## src/rtl/simon_datapath.sv

```systemverilog
// Simon datapath: pattern memory, sequence-length and playback counters, LED mux.
// Latency: status flags are combinational; state advances on step-qualified clk edges; no backpressure.
module simon_datapath #(
    parameter int WIDTH = 4,
    parameter int DEPTH = 64
) (
    input  logic             clk,
    input  logic             rst,
    input  logic             step,
    input  logic [WIDTH-1:0] pattern,
    input  logic             m1,
    input  logic             m2,
    input  logic             m3,
    input  logic             m4,
    input  logic             count_ns,
    input  logic             count_i,
    input  logic             rst_i,
    input  logic             reset,
    output logic             legal,
    output logic             i_eq_ns,
    output logic             right_guess,
    output logic             full,
    output logic [WIDTH-1:0] pattern_leds
);
    localparam int AW = $clog2(DEPTH);
    localparam logic [AW-1:0] LAST = AW'(DEPTH - 1);

    logic [WIDTH-1:0] mem_q [DEPTH];
    logic [AW-1:0]    ns_cnt_q, ns_cnt_d;
    logic [AW-1:0]    i_cnt_q, i_cnt_d;
    logic [WIDTH-1:0] mem_rd;

    assign mem_rd      = mem_q[i_cnt_q];
    assign full        = (ns_cnt_q == LAST);
    assign legal       = ($countones(pattern) == 1) && !full;
    assign i_eq_ns     = (i_cnt_q == ns_cnt_q);
    assign right_guess = (pattern == mem_rd);

    always_comb begin
        ns_cnt_d = ns_cnt_q;
        i_cnt_d  = i_cnt_q;
        if (step) begin
            if (count_ns && !full) begin
                ns_cnt_d = ns_cnt_q + AW'(1);
            end
            if (rst_i) begin
                i_cnt_d = '0;
            end else if (count_i) begin
                i_cnt_d = i_cnt_q + AW'(1);
            end
        end
    end

    // Either reset source clears the counters even when no step is pending.
    always_ff @(posedge clk) begin
        if (rst || reset) begin
            ns_cnt_q <= '0;
            i_cnt_q  <= '0;
        end else begin
            ns_cnt_q <= ns_cnt_d;
            i_cnt_q  <= i_cnt_d;
        end
    end

    // Write address is the pre-increment ns_cnt; legal already blocks writes when full.
    always_ff @(posedge clk) begin
        if (step && m1 && legal) begin
            mem_q[ns_cnt_q] <= pattern;
        end
    end

    always_comb begin
        pattern_leds = '0;
        if (m1) begin
            pattern_leds = pattern;
        end else if (m2) begin
            pattern_leds = mem_rd;
        end else if (m3) begin
            pattern_leds = pattern;
        end else if (m4) begin
            pattern_leds = mem_rd;
        end
    end
endmodule

```

## config.mk

```make
export PLATFORM = sky130hd
export DESIGN_NAME = simon_datapath
export DESIGN_NICKNAME = d
export VERILOG_FILES = /design/src/rtl/simon_datapath.sv
export SDC_FILE = /design/constraint.sdc
export NUM_CORES = 1
export LEC_CHECK = 0
export BUFFER_PORTS_ARGS = -buffer_cell sky130_fd_sc_hd__buf_2
export CAP_MARGIN = 20
export CORE_UTILIZATION = 25
export DETAILED_ROUTE_END_ITERATION = 10
export GPL_ROUTABILITY_DRIVEN = 1
export SLEW_MARGIN = 20
export SYNTH_ARGS = -nofsm -noshare
export SYNTH_HDL_FRONTEND = slang
export SYNTH_SLANG_ARGS = --single-unit
```

## constraint.sdc

```tcl
create_clock -name clk -period 7.5 [get_ports clk]
set_input_delay 1.125 -clock clk [delete_from_list [all_inputs] [get_ports clk]]
set_output_delay 1.125 -clock clk [all_outputs]
set_load 0.05 [all_outputs]
```

=== After elaboration in Yosys (flattened, before gate mapping) ===
Memories as Yosys holds them, arrays and structs flattened. A register that Yosys moved wholly into a read port is not among the register bits.
Cells that the tools add are included.

* Flip-flop bits (word level): 12
* Bits in writable memories: 256
* Logic and storage cells: 31
* Memories kept: 1

* Add/sub/neg operators: 5
* Equal/unequal tests: 4
* Mux-type cells: 10
* Reduce and logical (&&, ||, !) cells: 9

{| class="wikitable"
|+ Memories
! memory !! depth !! bits a word !! read ports !! clocked after Yosys merged registers in !! write ports !! line !! source
|-
| mem_q || 64 || 4 || 1 || 1 || 1 || 28 || <nowiki>logic [WIDTH-1:0] mem_q [DEPTH];</nowiki>
|}

{| class="wikitable"
|+ Operator list
! cell !! count
|-
| 6-bit 2-to-1 mux || 4
|-
| 4-bit 2-to-1 mux || 4
|-
| 6-bit by 1-bit adder with 6-bit output, second input constant || 2
|-
| 6-bit == test || 1
|-
| 6-bit == test, second input constant || 1
|-
| 1-bit by 1-bit adder with 2-bit output || 2
|-
| 4-bit == test || 1
|-
| 1-bit logical AND || 4
|-
| 2-bit AND reduction || 2
|-
| 2-bit by 2-bit adder with 3-bit output || 1
|-
| 3-bit by 1-bit == test with 1-bit output, second input constant || 1
|-
| 1-bit 2-to-1 mux || 2
|-
| 2-bit nonzero test || 1
|-
| 1-bit logical NOT || 1
|-
| 1-bit logical OR || 1
|}

=== Depth between registers and ports, before layout ===
Gate-level depths: netlist (run 1).

* Depth after elaboration: 7
* Depth in mapped cells: 11
* Mapped depth without buffers: 10

=== Worst setup path after synthesis (run 1) ===
Ideal clock, no wire load.

* Kind: input to register
* Start: input port pattern[0]
* End: memory mem_q[23][0] (enable)
* Setup time: 330 ps
* Data arrival time: 4,903 ps
* Data required time: 7,170 ps
* Slack: 2,268 ps
* Cell stages on the path: 10
* Path buffers: 0
* Path through: inv_1 -> fa_1 -> inv_1 -> ha_1 -> ha_1 -> nor4b_1 -> nand3_1 -> nor2_1 -> nand3_1 -> nor2_1

* Word-level cells in the longest chain between the ends: 7

{| class="wikitable"
|+ Ends and longest elaborated chain
! what !! line !! source
|-
| from (decl) || 10 || <nowiki>input logic [WIDTH-1:0] pattern,</nowiki>
|-
| 1-bit by 1-bit adder with 2-bit output (not written as such) || 35 || <nowiki>assign legal = ($countones(pattern) == 1) && !full;</nowiki>
|-
| 2-bit by 2-bit adder with 3-bit output (not written as such) || 35 ||
|-
| 3-bit by 1-bit == test with 1-bit output || 35 ||
|-
| 1-bit logical AND || 35 ||
|-
| net legal || 19 || <nowiki>output logic legal,</nowiki>
|-
| 1-bit logical AND || 67 || <nowiki>if (step && m1 && legal) begin</nowiki>
|-
| 1-bit 2-to-1 mux || 67 ||
|-
| 1-bit 2-to-1 mux (not written as such) || 68 || <nowiki>mem_q[ns_cnt_q] <= pattern;</nowiki>
|-
| to (decl) || 28 ||
|}

The timed path passes the listed nets, and every way through them passes these cells.

==> results of run 1 <==
area by class of cell:
type / instances / area, sq um / share of cell area, %
Multi-Input combinational cell: 340 / 3040 / 23.5
Tap cell: 592 / 741 / 5.73
Inverter: 12 / 45.0 / 0.348
Timing Repair Buffer: 30 / 170 / 1.32
Clock buffer: 35 / 748 / 5.79
Sequential cell: 274 / 8060 / 62.3
Clock inverter: 16 / 124 / 0.958
flip-flops by register name (all words and copies together), names as in the netlist, named ones only:
| name | flops |
|---|---|
| ns_cnt_q | 6 |
| mem_q | 256 |
| i_cnt_q | 6 |
placed cells by master, fill, tap and decap left out, drive strengths merged, types with 2 or more instances in the layout:
cell	instances
edfxtp	256
nor2	88
mux4	53
clkbuf	35
buf	30
nand2	26
dfxtp	18
nor2b	16
clkinv	16
mux2i	15
o21ai	12
inv	10
mux2	10
nand3	10
xnor2	10
a21oi	8
nor3	8
a221oi	7
o22ai	6
a211oi	6
a22oi	6
xor2	6
nand2b	5
a2111oi	5
nand4	4
or3	4
ha	4
or2	3
o211ai	3
nor4	3
and2	2
nor4b	2
nand3b	2
bufinv	2
a311oi	2
critical path, cell delays in order (launching register included):
cell,delay (ps)
dfxtp_4,740
buf_4,590
mux4_1,660
mux2_2,300
a211oi_1,410
or4_1,290
xnor2_1,100
nor4_2,310
buf_2,330
metal layers:
layer | part of all wire [%] | up-vias | GRT usage, %
li1 | - | 2677 | -
met1 | 45 | 3083 | 15.4
met2 | 46 | 201 | 16.8
met3 | 6.9 | 37 | 2.14
met4 | 2.0 | 0 | 3.05
met5 | 0 | - | 0
how the worst max path moves through the flow:
stage / start / end / slack [ps] / cells after the start
6_report: register / right_guess / 2070 / 8
5_1_grt: register / right_guess / 1880 / 8
4_1_cts: register / right_guess / 2060 / 8
3_5_place_dp: pattern[0] / mem_q[15][2] / 2270 / 12
3_3_place_gp: pattern[0] / mem_q[47][3] / 2410 / 12
2_1_floorplan: pattern[0] / mem_q[23][0] / 2270 / 10
through the flow:
stage	power, mW	utilization [%]	std cells	hold WS (ps)
floorplan	1.75	-	660	488
global placement	1.79	27.1	1248	527
detailed placement	1.79	27.1	1248	521
CTS	3.10	29.0	1299	530
global route	3.17	29.0	1299	574
finish	3.08	29.0	1299	517
Yosys cell counts, drive strengths merged (2+ instances only):
cell / n
nand3: 10
nand3b: 2
or2: 3
a2111oi: 5
nand2: 26
ha: 4
buf: 24
and2: 2
a211oi: 6
nand4: 4
a221oi: 7
edfxtp: 256
mux4: 53
nor4: 3
inv: 10
clkinv: 2
mux2i: 15
nor2: 88
a311oi: 2
nor2b: 16
nand2b: 5
xnor2: 10
a22oi: 6
dfxtp: 18
o22ai: 6
nor4b: 2
o211ai: 3
clkbuf: 10
nor3: 8
a21oi: 8
or3: 4
o21ai: 12
mux2: 10
xor2: 6
kinds of logic after synthesis:
logic type	share of synthesized area [%]
adders and majority gates	0.616
AOI/OAI and AO/OA	3.98
and+or+nand+nor	7.21
buffers and inverters	2.44
DFF	70.8
xor gates and xnor gates	1.23
muxes	13.7
report_power, final:
group	total [mW]	internal [mW]	switching (mW)
registers	1.67	1.67	0.00402
logic	0.0859	0.0253	0.0606
clock network	1.32	0.771	0.551
total	3.08	2.47	0.615
==> results.toml, run 1 <==
[route]
drt_iter0_drc = 594
wl_um = 25200
post_drt_wl_per_cell_um = 19.4
firstDrtPassIters = 5
postRouteAntennaNets = 0
drt-vias-per-instance = 4.62
vias = 5998
drc = 0

[logic_synthesis]
mappedNetlistNets = 680
synth_area_leaders = "edfxtp_1 (68%), mux4_1 (6.5%), mux4_2 (5.0%)"
synth_cell_types = 56
postSynthAreaPerCell_sq_um = 17.2
syn_inst = 660
synth-seq-area-share_pct = 70.8
synth_edf_count = 256
synth-main-ff-cell = "edfxtp_1"
yosys_warnings = 0
async_flop_share_pct = 0
syn_area_sq_um = 11400
synth-seq-cells = 274
netlist.area_leader.share_pct = 67.6
yosysTopAreaCell = "edfxtp_1"

[worst_setup_path]
r2r_end = "mem_q[15][2]"
reg2reg_depth = 7
worstPathRequired_ps = 6380
worst-setup-path-type = "register to output port"
critPathMaxFanout = 37
timing.rr.start = "ns_cnt_q[3]"
worstPathArrival_ps = 4310
critPathLaunchType = "register"
r2r_slack_ps = 4170
end_kind = "output port"

[run]
maxCapViolCount = 0

[clock_network]
clock_path_buffers = 3
cts_tree = "done"
cts_hold_buf = 0
clkLatencyLatePin_ps = 540
ctsHtreeMaxLevel = 1
cts_resized = 0
cts_root_buffer = "clkbuf_16"
cts_made_buffers = 28
post_cts_buffers = 0
cts.clk_slew.worst_paths_ps = 50
cts_num_sinks = 274

[place]
dpl_cell_area_sq_um = 12100
io_buffers = 22
pre_cts_ws_ps = 2270
hpwl_um = 15700
gp_congestion = 0.769

[timing]
fin_crit_sh_pct = 72.4
slew_headroom_pct = 46.3
drv_slew = 0
fmax_mhz = 184
skew_ps = 20.0
worst_slack_ps = 2070
rsz0062_at_grt = "no"
tightestPinTransition_ps = 804
hold_viol_final = 0
setup_tns_ps = 0
setup_viol = 0
timing.final.crit_period_ps = 5430

[finish]
layout-drive-gt1-share_pct = 16.0
nets = 706
fillers = 4380
syn2layout_area_growth_pct = 13.7
diodes = 0
final_cell_area_sq_um = 12900

[floorplanning]
fp.dieW_um = 215
placeableCoreArea_sq_um = 44500
initial_core_util_pct = 25.5
die_area_sq_um = 46300
ios = 23
row_count = 77
die_h_um = 215

[power]
power.density_nw_per_um2 = 238
p_leak_nw = 3.90
max-vdd-ir-drop_uv = 112

[global_routing]
grt_usage_pct = 10.9
antenna_found_initial = 0
overflow = 0
grt_pass1_wl_um = 38400
grt_max_degree = 68
grt_pass1_vias = 6026

[worst_hold_path]
whs_path_depth = 2
hold_path_class = "register to register"
hp-start = "i_cnt_q[1]"

[run_status]
status = "finished clean"
Note: power is estimated with default switching activity, not from simulation.
==> run 2, diff against run 1 <==
Clock period 7.5 ns to 5.4 ns, I/O delays scaled along.
==> results.toml, run 2 (synthesis gave the netlist of run 1 again) <==
[place]
io_buffers = 22
pre_cts_ws_ps = 472
hpwl_um = 16200
gp_congestion = 0.800

[clock_network]
clkLatencyLatePin_ps = 540
cts.clk_slew.worst_paths_ps = 60
cts_hold_buf = 0
ctsHtreeMaxLevel = 1
cts_root_buffer = "clkbuf_16"
cts_num_sinks = 274
cts_tree = "done"
post_cts_buffers = 0
cts_resized = 0
clock_path_buffers = 3
cts_made_buffers = 28

[worst_setup_path]
worstPathArrival_ps = 4110
critPathMaxFanout = 61
end_kind = "output port"
worstPathRequired_ps = 4590
critPathLaunchType = "register"
timing.rr.start = "ns_cnt_q[4]"
worst-setup-path-type = "register to output port"

[worst_hold_path]
hold_path_class = "register to register"
hp-start = "i_cnt_q[1]"

[timing]
skew_ps = 9.29
setup_tns_ps = 0
fmax_mhz = 203
drv_slew = 0
hold_viol_final = 0
setup_viol = 0
slew_headroom_pct = 37.5
fin_crit_sh_pct = 91.0
rsz0062_at_grt = "no"
timing.final.crit_period_ps = 4920
tightestPinTransition_ps = 937
worst_slack_ps = 484

[floorplanning]
placeableCoreArea_sq_um = 44500
die_area_sq_um = 46300
row_count = 77
initial_core_util_pct = 25.5
fp.dieW_um = 215
ios = 23
die_h_um = 215

[finish]
layout-drive-gt1-share_pct = 17.6
nets = 710
largest_reg_flops = 256
syn2layout_area_growth_pct = 14.7
layout_common_cells = "edfxtp_1 (256), nor2_1 (88), clkbuf_16 (29)"
layout_commonest_cell = "edfxtp_1"
diodes = 0
largest_register = "mem_q"
largest_registers = "mem_q (256), i_cnt_q (6), ns_cnt_q (6)"

[run]
maxCapViolCount = 0

[route]
post_drt_wl_per_cell_um = 20.2
firstDrtPassIters = 9
postRouteAntennaNets = 0
drt_iter0_drc = 606
drc = 0
wl_um = 26400
drt-vias-per-instance = 4.66
vias = 6073

[global_routing]
grtUsageMet1_pct = 15.2
grt_pass1_wl_um = 39400
grt_usage_pct = 11.2
grt_use_met2_pct = 18.3
antenna_found_initial = 0
grt_pass1_vias = 6123
grt_util_met3_pct = 2.21
grt_busiest_layer = "met2"
grt_max_degree = 67
overflow = 0

[run_status]
status = "finished clean"

[power]
power.density_nw_per_um2 = 338
p_leak_nw = 3.94
p_total_mw = 4.40
max-vdd-ir-drop_uv = 225
## run 2: changes by cell type in the layout (fill, tap and decap cells not counted), sizes merged
cell	previous run	this run
clkbuf	35	36
buf	30	34
clkinv	16	10
clkinvlp	0	6
## run 2: power breakdown
part	internal [mW]	total [mW]	switching, mW
sequential	2.32	2.33	0.00732
clock	1.16	1.96	0.800
combinational	0.0356	0.122	0.0860
total	3.51	4.40	0.894
## run 2: worst max-delay path, stage by stage (launching register included)
cell and delay (ps):
dfxtp_4 960, a2111oi_0 390, a2111oi_0 640, a2111oi_0 140, or4_1 660, xnor2_1 180, nor4_2 280, buf_2 320
## run 2: through the flow
stage          instance area (sq um)  cells  util [%]  hold slack [ps]
6_report                       13000   1304      29.3              537
5_1_grt                        13000   1304      29.3              583
4_1_cts                        13000   1304      29.3              549
2_1_floorplan                  11400    660         -              488
3_5_place_dp                   12100   1252      27.2              539
3_3_place_gp                   12100   1252      27.2              532
## run 2: area by class of cell
cell class              instances  area, sq um
inverters                      12         45.0
flip-flops and latches        274         8060
repair buffers                 34          200
clock inverters                16          145
well taps                     592          741
multi-input cells             340         3040
clock buffers                  36          812
fillers                      4423        31500
## run 2: final timing paths
kind / endpoint / slack, ps / depth (start not counted)
worst max-delay path: right_guess / 480 / 7
worst min-delay path: register / 540 / 2
worst max register to register: mem_q[38][3] / 1340 / 7
worst min register to register: register / 540 / 2
## run 2: per-layer routing
metal	routed length, um	part of all wire, %
met5	0	0
met4	585	2.2
met3	1870	7.1
met2	12500	47
met1	11400	43
==> run 3, diff against run 2 <==
Settings changed: BUFFER_PORTS_ARGS -buffer_cell sky130_fd_sc_hd__buf_2 to not set, DONT_BUFFER_PORTS set to 1.
Clock period 5.4 ns to 4 ns, I/O delays scaled along.
==> results.toml, run 3 (synthesis gave the netlist of run 1 again) <==
[clock_network]
clkLatencyLatePin_ps = 540
cts_num_sinks = 274
clock_path_buffers = 3
cts_root_buffer = "clkbuf_16"
cts.clk_slew.worst_paths_ps = 60
ctsHtreeMaxLevel = 1
cts_made_buffers = 28
cts_tree = "done"

[finish]
syn2layout_area_growth_pct = 17.9
fillers = 4415
layout_common_cells = "edfxtp_1 (256), nor2_1 (88), buf_4 (37)"
diodes = 0
largest_register = "mem_q"
layout-drive-gt1-share_pct = 21.1
layout_commonest_cell = "edfxtp_1"
multiInputGateArea_sq_um = 3180
largest_registers = "mem_q (256), i_cnt_q (6), ns_cnt_q (6)"
largest_reg_flops = 256
nets = 727
seqCellArea_sq_um = 8060

[worst_setup_path]
cpMaxStageDelayCell = "mux4_2"
end_kind = "output port"
critPathMaxFanout = 8
worstPathArrival_ps = 3430
worstPathRequired_ps = 3400
critPathLaunchType = "register"
r2r_slack_ps = 810
path_cells = "buf_6 > buf_6 > mux4_2 > a22oi_2 > nand2_2 > o31ai_4 > a31oi_4 > xnor2_4 > nor4_4 > buf_12"
reg2reg_depth = 8
timing.rr.start = "ns_cnt_q[4]"
path_buf_inv = 3
critPathMaxStageDelay_ps = 560
r2r_end = "mem_q[51][2]"
crit_family = "compound AO/OA/AOI/OAI gates"
worst-setup-path-type = "register to output port"
cpMostUsedCell = "buf_6"

[place]
io_buffers = 0
hpwl_um = 16600
pre_cts_ws_ps = -106
gp_congestion = 0.826

[route]
postRouteAntennaNets = 0
drt-vias-per-instance = 4.63
post_drt_wl_per_cell_um = 20.0
wl_um = 26300
drc = 0
vias = 6097
firstDrtPassIters = 5
drt_iter0_drc = 715

[power]
power.density_nw_per_um2 = 424
p_leak_nw = 4.07
p_total_mw = 5.68
max-vdd-ir-drop_uv = 284

[worst_hold_path]
hp-start = "pattern[2]"
whs_path_depth = 0
hold_path_class = "primary input to register"
hold_end = "mem_q[14][2]"

[run_status]
status = "complete, but fails checks"
violations = "setup timing"

[timing]
fin_crit_sh_pct = 101
drv_slew = 0
rsz0062_at_grt = "yes"
worst_slack_ps = -34.1
fmax_mhz = 248
tightestPinTransition_ps = 612
skew_ps = 4.49
setup_tns_ps = -34.1
setup_viol = 1
timing.final.crit_period_ps = 4030
hold_viol_final = 0
slew_headroom_pct = 59.2
whs_ps = 160

[global_routing]
overflow = 0
grt_pass1_vias = 6220
grt_pass1_wl_um = 39600
grt_max_degree = 68
grt_usage_pct = 11.3
antenna_found_initial = 0

[floorplanning]
fp.dieW_um = 215
die_h_um = 215
die_area_sq_um = 46300
ios = 23
placeableCoreArea_sq_um = 44500
initial_core_util_pct = 25.5
row_count = 77

[run]
maxCapViolCount = 0
run 3: layout make-up:
class / instances / share of cell area (%)
inverters: 12 / 0.336
clock inverters: 13 / 0.616
well taps: 592 / 5.53
flip-flops and latches: 274 / 60.1
clock buffers: 34 / 5.55
repair buffers: 51 / 4.11
multi-input cells: 340 / 23.7
run 3: what timing repair did:
item / 4_1_cts / 5_1_grt
resized for setup: 24 / 17
hold buffers: 0 / 0
setup endpoints to repair: 4 / 2
pin swaps: 8 / 8
gates cloned: 1 / 0
buffers inserted: 17 / 3
run 3: per-stage QoR:
stage | cell area [sq um] | utilization, % | cells
2_1_floorplan | 11400 | - | 660
3_3_place_gp | 12200 | 27.4 | 1248
3_5_place_dp | 12200 | 27.4 | 1248
4_1_cts | 13300 | 29.9 | 1313
5_1_grt | 13400 | 30.1 | 1316
6_report | 13400 | 30.1 | 1316
run 3: worst max path at each step:
| stage | startpoint | to | slack (ps) | cells after the start |
|---|---|---|---|---|
| 6_report | register | right_guess | -30 | 10 |
| 5_1_grt | register | right_guess | -110 | 10 |
| 4_1_cts | register | right_guess | -40 | 11 |
| 3_5_place_dp | register | right_guess | -110 | 10 |
| 3_3_place_gp | register | right_guess | -80 | 10 |
| 2_1_floorplan | pattern[0] | mem_q[23][0] | 80 | 10 |
run 3: worst register-to-register path, cell delays in order (launching register included):
cell	delay [ps]
dfxtp_1	470
nand3_1	460
nor2_1	100
buf_4	210
nor4b_2	280
nand3_1	160
nor2_1	230
nand2_1	410
nor2_1	520
run 3: routing by layer:
| layer | share of wire, % | global-route usage, % | vias to the layer above |
|---|---|---|---|
| met1 | 43 | 15.7 | 3106 |
| met2 | 46 | 17.6 | 223 |
| li1 | - | - | 2716 |
| met3 | 7.2 | 2.25 | 52 |
| met5 | 0 | 0 | - |
| met4 | 3.0 | 3.92 | 0 |
run 3: report_power, final:
part | internal (mW) | switching [mW]
clock network | 1.37 | 1.03
registers | 3.13 | 0.00266
logic | 0.0661 | 0.0848
